$ cat src/rtl/digit_serial_addsub.sv
// Nibble-serial add/subtract; the result is streamed LSB-computed, MSB-first as ASCII hex over valid/ready.
// Optional feature macro CRLF_EN: append CR, LF after the hex digits.
module digit_serial_addsub #(
   parameter int WIDTH = 8
) (
   input  logic             clk,
   input  logic             Gl_rst_n,
   input  logic             Gl_adder_start,
   input  logic             Gl_subtract,
   input  logic [WIDTH-1:0] Gl_r1,
   input  logic [WIDTH-1:0] Gl_r2,
   input  logic             Gl_char_rdy,
   output logic [7:0]       L2_char,
   output logic             L2_char_vld,
   output logic             L2_busy,
   output logic             L2_done,
   output logic [7:0]       L2_led
);
   localparam int NDIG = WIDTH / 4;
`ifdef CRLF_EN
   localparam int NCHAR = NDIG + 3;
`else
   localparam int NCHAR = NDIG + 1;
`endif
   localparam int CW = $clog2(NCHAR + 1);

   typedef enum logic [1:0] {IDLE, CALC, EMIT, DONE} state_t;
   typedef struct packed {
      logic             sub;
      logic [WIDTH-1:0] r1;
      logic [WIDTH-1:0] r2;
   } req_t;

   state_t           state, state_nxt;
   req_t             req_q;
   logic [WIDTH-1:0] res_q, res_nxt;
   logic             carry_q, flag_q, flag_nxt;
   logic [CW-1:0]    dig_q, ch_q;
   logic [7:0]       led_q;
   logic [3:0]       a_dig, b_dig, e_dig;
   logic [4:0]       sum;
   logic [6:0]       led_res;
   logic             last_dig, last_ch, xfer;

   function automatic logic [7:0] hex_ascii(input logic [3:0] n);
      return (n < 4'd10) ? (8'h30 + {4'h0, n}) : (8'h37 + {4'h0, n});
   endfunction

   assign last_dig = (dig_q == CW'(NDIG - 1));
   assign last_ch  = (ch_q == CW'(NCHAR - 1));
   assign xfer     = (state == EMIT) && Gl_char_rdy;
   assign flag_nxt = req_q.sub ? ~sum[4] : sum[4];
   assign L2_led   = led_q;

   // Digit muxes: operand nibble for CALC, result nibble for the current EMIT slot.
   always_comb begin
      a_dig = '0;
      b_dig = '0;
      e_dig = '0;
      for (int i = 0; i < NDIG; i++) begin
         if (dig_q == CW'(i)) begin
            a_dig = req_q.r1[i*4 +: 4];
            b_dig = req_q.r2[i*4 +: 4];
         end
         if (ch_q == CW'(NDIG - i)) e_dig = res_q[i*4 +: 4];
      end
      sum = {1'b0, a_dig} + {1'b0, (req_q.sub ? ~b_dig : b_dig)} + {4'h0, carry_q};
      res_nxt = res_q;
      for (int i = 0; i < NDIG; i++)
         if (dig_q == CW'(i)) res_nxt[i*4 +: 4] = sum[3:0];
   end

   if (WIDTH >= 8) begin : g_led_wide
      assign led_res = res_nxt[6:0];
   end else begin : g_led_narrow
      assign led_res = {3'b000, res_nxt[3:0]};
   end

   always_ff @(posedge clk or negedge Gl_rst_n) begin
      if (!Gl_rst_n) state <= IDLE;
      else           state <= state_nxt;
   end

   always_comb begin
      state_nxt   = state;
      L2_char     = 8'h00;
      L2_char_vld = 1'b0;
      L2_done     = 1'b0;
      L2_busy     = (state != IDLE);
      case (state)
         IDLE: if (Gl_adder_start) state_nxt = CALC;
         CALC: if (last_dig) state_nxt = EMIT;
         EMIT: begin
            L2_char_vld = 1'b1;
            if (ch_q == '0) L2_char = flag_q ? 8'h31 : 8'h30;
`ifdef CRLF_EN
            else if (ch_q == CW'(NDIG + 1)) L2_char = 8'h0D;
            else if (ch_q == CW'(NDIG + 2)) L2_char = 8'h0A;
`endif
            else L2_char = hex_ascii(e_dig);
            if (xfer && last_ch) state_nxt = DONE;
         end
         DONE: begin
            L2_done   = 1'b1;
            state_nxt = IDLE;
         end
         default: state_nxt = IDLE;
      endcase
   end

   always_ff @(posedge clk or negedge Gl_rst_n) begin
      if (!Gl_rst_n) begin
         req_q   <= '0;
         res_q   <= '0;
         carry_q <= 1'b0;
         flag_q  <= 1'b0;
         dig_q   <= '0;
         ch_q    <= '0;
         led_q   <= '0;
      end else begin
         case (state)
            IDLE: if (Gl_adder_start) begin
               req_q   <= {Gl_subtract, Gl_r1, Gl_r2};
               carry_q <= Gl_subtract;  // +1 of the two's-complement negate
               dig_q   <= '0;
               ch_q    <= '0;
            end
            CALC: begin
               res_q   <= res_nxt;
               carry_q <= sum[4];
               dig_q   <= dig_q + CW'(1);
               if (last_dig) begin
                  flag_q <= flag_nxt;
                  led_q  <= {flag_nxt, led_res};
               end
            end
            EMIT: if (xfer) ch_q <= last_ch ? '0 : ch_q + CW'(1);
            default: ;
         endcase
      end
   end
endmodule

$ cat config.mk
export PLATFORM = sky130hd
export DESIGN_NAME = digit_serial_addsub
export DESIGN_NICKNAME = d
export VERILOG_FILES = /design/src/rtl/digit_serial_addsub.sv
export SDC_FILE = /design/constraint.sdc
export NUM_CORES = 1
export LEC_CHECK = 0
export CORE_MARGIN = 4
export CORE_UTILIZATION = 35
export CTS_CLUSTER_SIZE = 20
export DETAILED_ROUTE_END_ITERATION = 8
export GPL_ROUTABILITY_DRIVEN = 0
export PLACE_DENSITY = 0.68
export SETUP_SLACK_MARGIN = 0.1
export SYNTH_ARGS = -nofsm -noshare
export SYNTH_HDL_FRONTEND = slang
export SYNTH_SLANG_ARGS = --single-unit
$ cat constraint.sdc
create_clock -name clk -period 4.74 [get_ports clk]
set_input_delay 1.185 -clock clk [delete_from_list [all_inputs] [get_ports clk]]
set_output_delay 1.185 -clock clk [all_outputs]
set_load 0.02 [all_outputs]
# Word level (Yosys, flattened, before mapping)
# Cells that the tools add are included.
# Widths: inputs -> output; s select.
[totals]
ff_bits = 41
inputBits = 21
out_inout_bits = 19
word_cells = 70
[op_classes]
add_sub_neg = 6
order_cmp = 1
n_eq_ne = 10
muxes = 27
bitwise_logic = 2
n_reduce_logical = 13
[ops]
columns = ["op", "n"]
rows = [
  ["$mux 4", 8],
  ["$mux 7", 3],
  ["$add 6x4->7 const A", 2],
  ["$mux 2", 6],
  ["$pmux 2 s2", 2],
  ["$pmux 2 s4", 1],
  ["$eq 2x1->1 const B", 3],
  ["$eq 2x2->1 const B", 3],
  ["$logic_not 2->1", 3],
  ["$ne 2x2->1 const B", 3],
  ["$reduce_and 2->1", 3],
  ["$reduce_and 3->1", 2],
  ["$reduce_bool 2->1", 3],
  ["$add 4x4->5", 1],
  ["$add 5x1->5", 1],
  ["$mux 1", 5],
  ["$add 2x1->2 const B", 2],
  ["$lt 4x4->1 const B", 1],
  ["$not 4->4", 1],
  ["$mux 3", 1],
  ["$logic_and 1x1->1", 2],
  ["$ne 2x1->1 const B", 1],
  ["$pmux 1 s2", 1],
  ["$not 1->1", 1],
]

# Depth between registers and ports, before layout
# Gate-level depths: netlist (run 1).
[depth]
word_depth = 9
ltp_mapped = 14
mapped_depth_nobuf = 12

# Least setup slack after synthesis (run 1)
# OpenSTA, ideal clock, no wires.
[synth_path]
path_kind = "register to output"
start = "reg ch_q[1]"
end = "out L2_char[1]"
t_arrival_ps = 1725
required_ps = 3555
setup_slack_ps = 1830
stages_incl_launch_ff = 8
n_path_buf = 1
path_cell_list = "dfrtp_1 -> buf_6 -> and2b_4 -> a22o_2 -> inv_1 -> ha_1 -> nand3b_1 -> a21oi_1"
[synth_between]
elab_chain_cells = 7
word_cells_on_any_way = 11
[synth_rtl]
columns = ["element", "line", "rtl"]
rows = [
  ["start: declaration", "38", "logic [CW-1:0] dig_q, ch_q;"],
  ["start signal: assignment", "137", "EMIT: if (xfer) ch_q <= last_ch ? '0 : ch_q + CW'(1);"],
  ["$eq 2x2->1", "65", "if (ch_q == CW'(NDIG - i)) e_dig = res_q[i*4 +: 4];"],
  ["$mux 4 (2 in a row)", "65", ""],
  ["$add 6x4->7 or $lt 4x4->1 (tied branches)", "46", "return (n < 4'd10) ? (8'h30 + {4'h0, n}) : (8'h37 + {4'h0, n});"],
  ["$mux 7", "46", ""],
  ["$mux 7 *", "95", "if (ch_q == '0) L2_char = flag_q ? 8'h31 : 8'h30;"],
  ["$mux 7 *", "90", "case (state)"],
  ["end: declaration", "13", "output logic [7:0] L2_char,"],
]
# Mark *: on every way between the ends. The rest lies on a longest branch, timed or not.

# Final worst setup path (run 1)
# Ends and elaborated chain as after synthesis.

==> results.toml, run 1 <==
[global_route]
grt_overflow = 0
antenna_found_initial = 0
grt_max_degree = 41
grt_usage_pct = 12.4
grt_pass1_wl_microns = 7600
grt_pass1_vias = 1639

[die]
start_util_pct = 37.0
die_h_microns = 88.1
io_pins = 40
die-area_sq_um = 7750
dieWidth_microns = 88.1
core-area_sq_um = 6060
rows = 28

[power]
power_density_nw_per_um2 = 786
totalPowerFinal_mw = 2.14
leakagePower_nw = 1.16
ir_drop_v = 0.000306

[yosys]
synth_area_sq_um = 2240
async_reset_ff_share_pct = 100
ys.warnings.count = 0
synth.top_cell.area_share_pct = 44.6
synth_top_cells_by_area = "dfrtp_1 45%, mux2_2 9.0%, ha_1 5.6%, nand2_1 4.0%, a22oi_1 3.3%"
synth_largest_area_cell = "dfrtp_1"
ys_ff_latch = 40
avgSynthCellArea_sq_um = 10.8
seq_area_frac_synth_pct = 44.6
ys_types = 51
synth_ff_type = "dfrtp_1"
syn_nets = 240
synth_cells = 207
synth_edf_count = 0

[cells_and_area]
nets = 273
antenna_cells = 0
drive_above_1_share_pct = 16.2
n_fill_cell = 584
final_cells = 316
multiInputGateArea_sq_um = 1130
post-route-util_pct = 45.0
area_delta_synth_final_pct = 21.6
ff_latch_area_sq_um = 1000

[cts]
cts_resized = 0
hold_buffers = 0
cts_sinks = 40
postCtsSetupRepairBufs = 0
root_buffer = "clkbuf_8"
cts_buffers = 5
cts_tree = "built"
clk_pin_slew_ns = 0.07
htreeDepth = 2
clk_latency_ns = 0.29
clk_path_buf_depth = 2

[sta]
rsz0062_at_grt = "no"
hold_viol = 0
report.final.slew_viol_count = 0
finalSetupTns_ns = 0
fin_ws_ns = 1.05
skew_ns = 0.00560
finalCritPeriodShare_pct = 77.8
maxSlewHeadroom_pct = 40.4
max_freq_ghz = 0.271
fin_crit_ns = 3.69
worst_slew_pin_slew_ns = 0.894
setup_viol = 0

[critical_path]
cp-start-kind = "register"
criticalPathCategory = "register to output port"
critPathMaxStageDelay_ns = 0.62
cp.arrival_ns = 2.50
worstPathCellList = "nor2b_2 -> a22o_2 -> inv_1 -> ha_1 -> nand3b_1 -> a21oi_1 -> clkdlybuf4s50_1"
worst_path_max_delay_cell = "clkdlybuf4s50_1"
startpoint = "ch_q[1]"
critPathMaxFanout = 9
required_ns = 3.56
endpoint_kind = "output port"
rr_startpoint = "dig_q[0]"

[route]
drt_iter0_markers = 76
route.detailed.drc = 0
firstDrtPassIters = 4
viasPerCell = 5.11
vias = 1614
routed_wl_microns = 4370
ant_nets = 0
wl_per_cell_microns = 13.8

[flow_run]
max-cap-violations = 0

[min_path]
hold_class = "register to register"
hold_start = "L2_led[2]"

[place]
pre_cts_ws_ns = 1.36
io_buffers = 38
dp_hpwl_microns = 3350
dp_cells = 308

[run_status]
status = "completed"
-- path summary, 6_finish.rpt --
kind / slack [ns] / to / cells after the start
setup reg to reg: 1.50 / flag_q / 12
min in group asynchronous: 1.01 / req_q[7] / 1
setup / recovery: 1.05 / L2_char[1] / 7
hold / removal: 0.48 / L2_led[2] / 2
max in group asynchronous: 3.16 / req_q[4] / 1
hold reg to reg: 0.48 / L2_led[2] / 2
-- layout by cell type, fill, tap and decap left out, types with 4 or more instances in the layout --
master	synthesis	layout
a21oi_1	6	6
a22oi_1	10	10
clkbuf_8	0	6
clkdlybuf4s50_1	0	37
dfrtp_1	40	40
ha_1	10	10
inv_1	10	10
mux2_2	18	18
nand2_1	24	24
o21a_1	4	4
o21ai_0	14	14
xnor2_1	4	4
-- where the power goes --
| part | leakage, nW | internal (mW) | switching (mW) | total, mW |
|---|---|---|---|---|
| clock | 0.0510 | 0.116 | 0.115 | 0.231 |
| combinational | 0.625 | 0.606 | 0.672 | 1.28 |
| sequential | 0.489 | 0.507 | 0.129 | 0.636 |
| total | 1.16 | 1.23 | 0.916 | 2.14 |
-- worst max-delay path, delay by kind of cell (launching register included) --
family                     cells  cell delay (ns)
AOI/OAI and AO/OA              2             0.37
adders and majority gates      1             0.27
buffers and inverters          2             0.67
DFF                            1             0.47
and+or+nand+nor                2             0.44
-- sequential cells by signal, summed over array words and instances (netlist names) --
name,cells
L2_led,7
state,2
res_q,8
carry_q,1
req_q,17
dig_q,2
flag_q,1
ch_q,2
-- stage by stage --
step / cell area, sq um / hold WS (ns)
after global routing: 2730 / 0.519
after CTS: 2730 / 0.490
after global placement: 2640 / 0.459
after detailed placement: 2640 / 0.474
final: 2730 / 0.483
after floorplan: 2240 / 0.451
-- logic make-up after synthesis --
group           after synthesis  synth area share, %
compound gates               54                 17.9
xor+xnor                      6                 2.34
fa+ha+maj                    12                 7.36
buf+inv                      22                 5.07
flops                        40                 44.6
mux                          21                 10.6
other cells                   1                0.167
simple gates                 51                 11.9
-- layer usage --
layer | vias up | global-route usage [%] | routed length, microns
met2 | 37 | 19.7 | 2080
met5 | - | 0 | 0
met1 | 769 | 16.2 | 2000
li1 | 800 | - | -
met4 | 0 | 4.81 | 75
met3 | 8 | 3.01 | 205
-- synth_stat cells (3+ instances only) --
cell type  count
dfrtp_1       40
nand2_1       24
mux2_2        18
o21ai_0       14
a22oi_1       10
ha_1          10
inv_1         10
buf_2          7
a21oi_1        6
o21a_1         4
xnor2_1        4
a22o_1         3
nand2b_1       3
nor2_1         3
nor2b_1        3
nor3_1         3
nor3b_1        3
-- final cells by class --
class / instances / share of cell area (%)
clock buffer: 6 / 3.03
tap: 75 / 3.44
multi-input combinational: 145 / 41.4
inverter: 10 / 1.38
timing repair buffer: 38 / 13.8
clock inverter: 2 / 0.367
sequential: 40 / 36.7
Note: power is estimated with default switching activity, not from simulation.
==> run 2: changes to the inputs <==
Settings changed: PLACE_DENSITY 0.68 to 0.7.
Clock period 4.74 ns to 3.3 ns, I/O delays scaled along.
==> results.toml, run 2 (synthesis results as in run 1) <==
[route]
routed_wl_microns = 4340
ant_nets = 0
route.detailed.drc = 0
firstDrtPassIters = 4
vias = 1610
wl_per_cell_microns = 13.7
drt_iter0_markers = 117
viasPerCell = 5.06

[cts]
htreeDepth = 2
postCtsSetupRepairBufs = 0
hold_buffers = 0
clk_path_buf_depth = 2
clk_latency_ns = 0.29
cts_sinks = 40
clk_pin_slew_ns = 0.08
cts_buffers = 5
cts_tree = "built"
root_buffer = "clkbuf_8"

[cells_and_area]
antenna_cells = 0
largest_reg_flops = 17
area_delta_synth_final_pct = 22.6
multiInputGateArea_sq_um = 1140
regMostFlops = "req_q"
nets = 275
layout_commonest_cell = "dfrtp_1"
n_fill_cell = 594
drive_above_1_share_pct = 17.7
ff_latch_area_sq_um = 1000
post-route-util_pct = 45.4
final_cell_mix = "39 x dfrtp_1, 32 x clkdlybuf4s50_1, 24 x nand2_1"

[die]
die_h_microns = 88.1
rows = 28
die-area_sq_um = 7750
core-area_sq_um = 6060
start_util_pct = 37.0
io_pins = 40
dieWidth_microns = 88.1

[critical_path]
critPathMaxFanout = 9
required_ns = 2.47
cp-start-kind = "register"
cp.arrival_ns = 2.23
criticalPathCategory = "register to output port"
endpoint_kind = "output port"

[sta]
rsz0062_at_grt = "no"
setup_viol = 0
hold_viol = 0
report.final.slew_viol_count = 0
fin_crit_ns = 3.05
max_freq_ghz = 0.328
finalSetupTns_ns = 0
maxSlewHeadroom_pct = 41.8
finalCritPeriodShare_pct = 92.5
skew_ns = 0.00689
worst_slew_pin_slew_ns = 0.873

[global_route]
grt_pass1_wl_microns = 7540
grt_max_degree = 41
grt_pass1_vias = 1656
antenna_found_initial = 0
grt_usage_pct = 12.3
grt_overflow = 0

[min_path]
hold_class = "register to register"

[run_status]
status = "completed"

[power]
leakagePower_nw = 1.21
ir_drop_v = 0.000509
power_density_nw_per_um2 = 1130

[place]
io_buffers = 38
dp_hpwl_microns = 3320

[flow_run]
max-cap-violations = 0
==> run 2: changes by cell type in the layout (fill, tap and decap cells not counted), sizes merged <==
| cell | before | now |
|---|---|---|
| buf | 1 | 3 |
| clkdlybuf4s50 | 37 | 32 |
| dlygate4sd2 | 0 | 4 |
| dlymetal6s2s | 0 | 1 |
==> run 2: worst max-delay path, stage by stage, from the launching register on <==
cell           delay (ns)
dfrtp_1              0.46
and2b_4              0.32
a22o_2               0.17
inv_1                0.05
ha_1                 0.27
nand3b_1             0.15
a21oi_1              0.16
dlygate4sd2_1        0.35
==> run 2: layout make-up <==
| type | instances | area share (%) |
|---|---|---|
| Multi-Input combinational cell | 145 | 41.3 |
| Sequential cell | 40 | 36.4 |
| Clock inverter | 2 | 0.364 |
| Clock buffer | 6 | 3.00 |
| Tap cell | 75 | 3.41 |
| Inverter | 10 | 1.36 |
| Timing Repair Buffer | 40 | 14.1 |
==> run 2: where the power goes <==
part           total, mW  internal, mW  switching (mW)
clock network      0.334         0.167           0.167
logic               1.85         0.883           0.965
registers          0.917         0.729           0.188
==> run 2: path summary, 6_finish.rpt <==
path	cells past startpoint	from	slack [ns]	to
worst max-delay path	7	ch_q[1]	0.25	L2_char[1]
worst min-delay path	2	L2_led[5]	0.48	L2_led[5]
worst max register to register	12	dig_q[0]	0.40	flag_q
worst min register to register	2	L2_led[5]	0.48	L2_led[5]
max in group asynchronous	1	Gl_rst_n	2.06	ch_q[0]
min in group asynchronous	1	Gl_rst_n	0.65	req_q[7]
==> run 2: per-layer routing <==
layer	share of wire [%]	vias up	global-route usage, %
li1	-	804	-
met1	46	763	16.3
met2	47	36	19.7
met3	5.3	7	3.01
met4	1.6	0	4.12
met5	0	-	0
==> run 2: stage by stage <==
| step | cells | area (sq um) | worst slack [ns] | hold slack, ns | power, mW |
|---|---|---|---|---|---|
| floorplan | 207 | 2240 | 0.614 | 0.451 | 2.31 |
| global placement | 310 | 2650 | 0.338 | 0.458 | 2.73 |
| detailed placement | 310 | 2650 | 0.261 | 0.467 | 2.79 |
| CTS | 318 | 2750 | 0.163 | 0.486 | 3.13 |
| global route | 318 | 2750 | 0.131 | 0.508 | 3.39 |
| finish | 318 | 2750 | 0.248 | 0.478 | 3.10 |
==> run 2: repair_timing <==
item,CTS,global route
gates resized for setup,6,2
setup endpoints to repair,4,2
pin swaps,0,0
==> run 3: changes to the inputs <==
Settings changed: CAP_MARGIN set to 30.
==> results of run 3 <==
No change in the layout: final DEF, timing and power equal those of run 2.
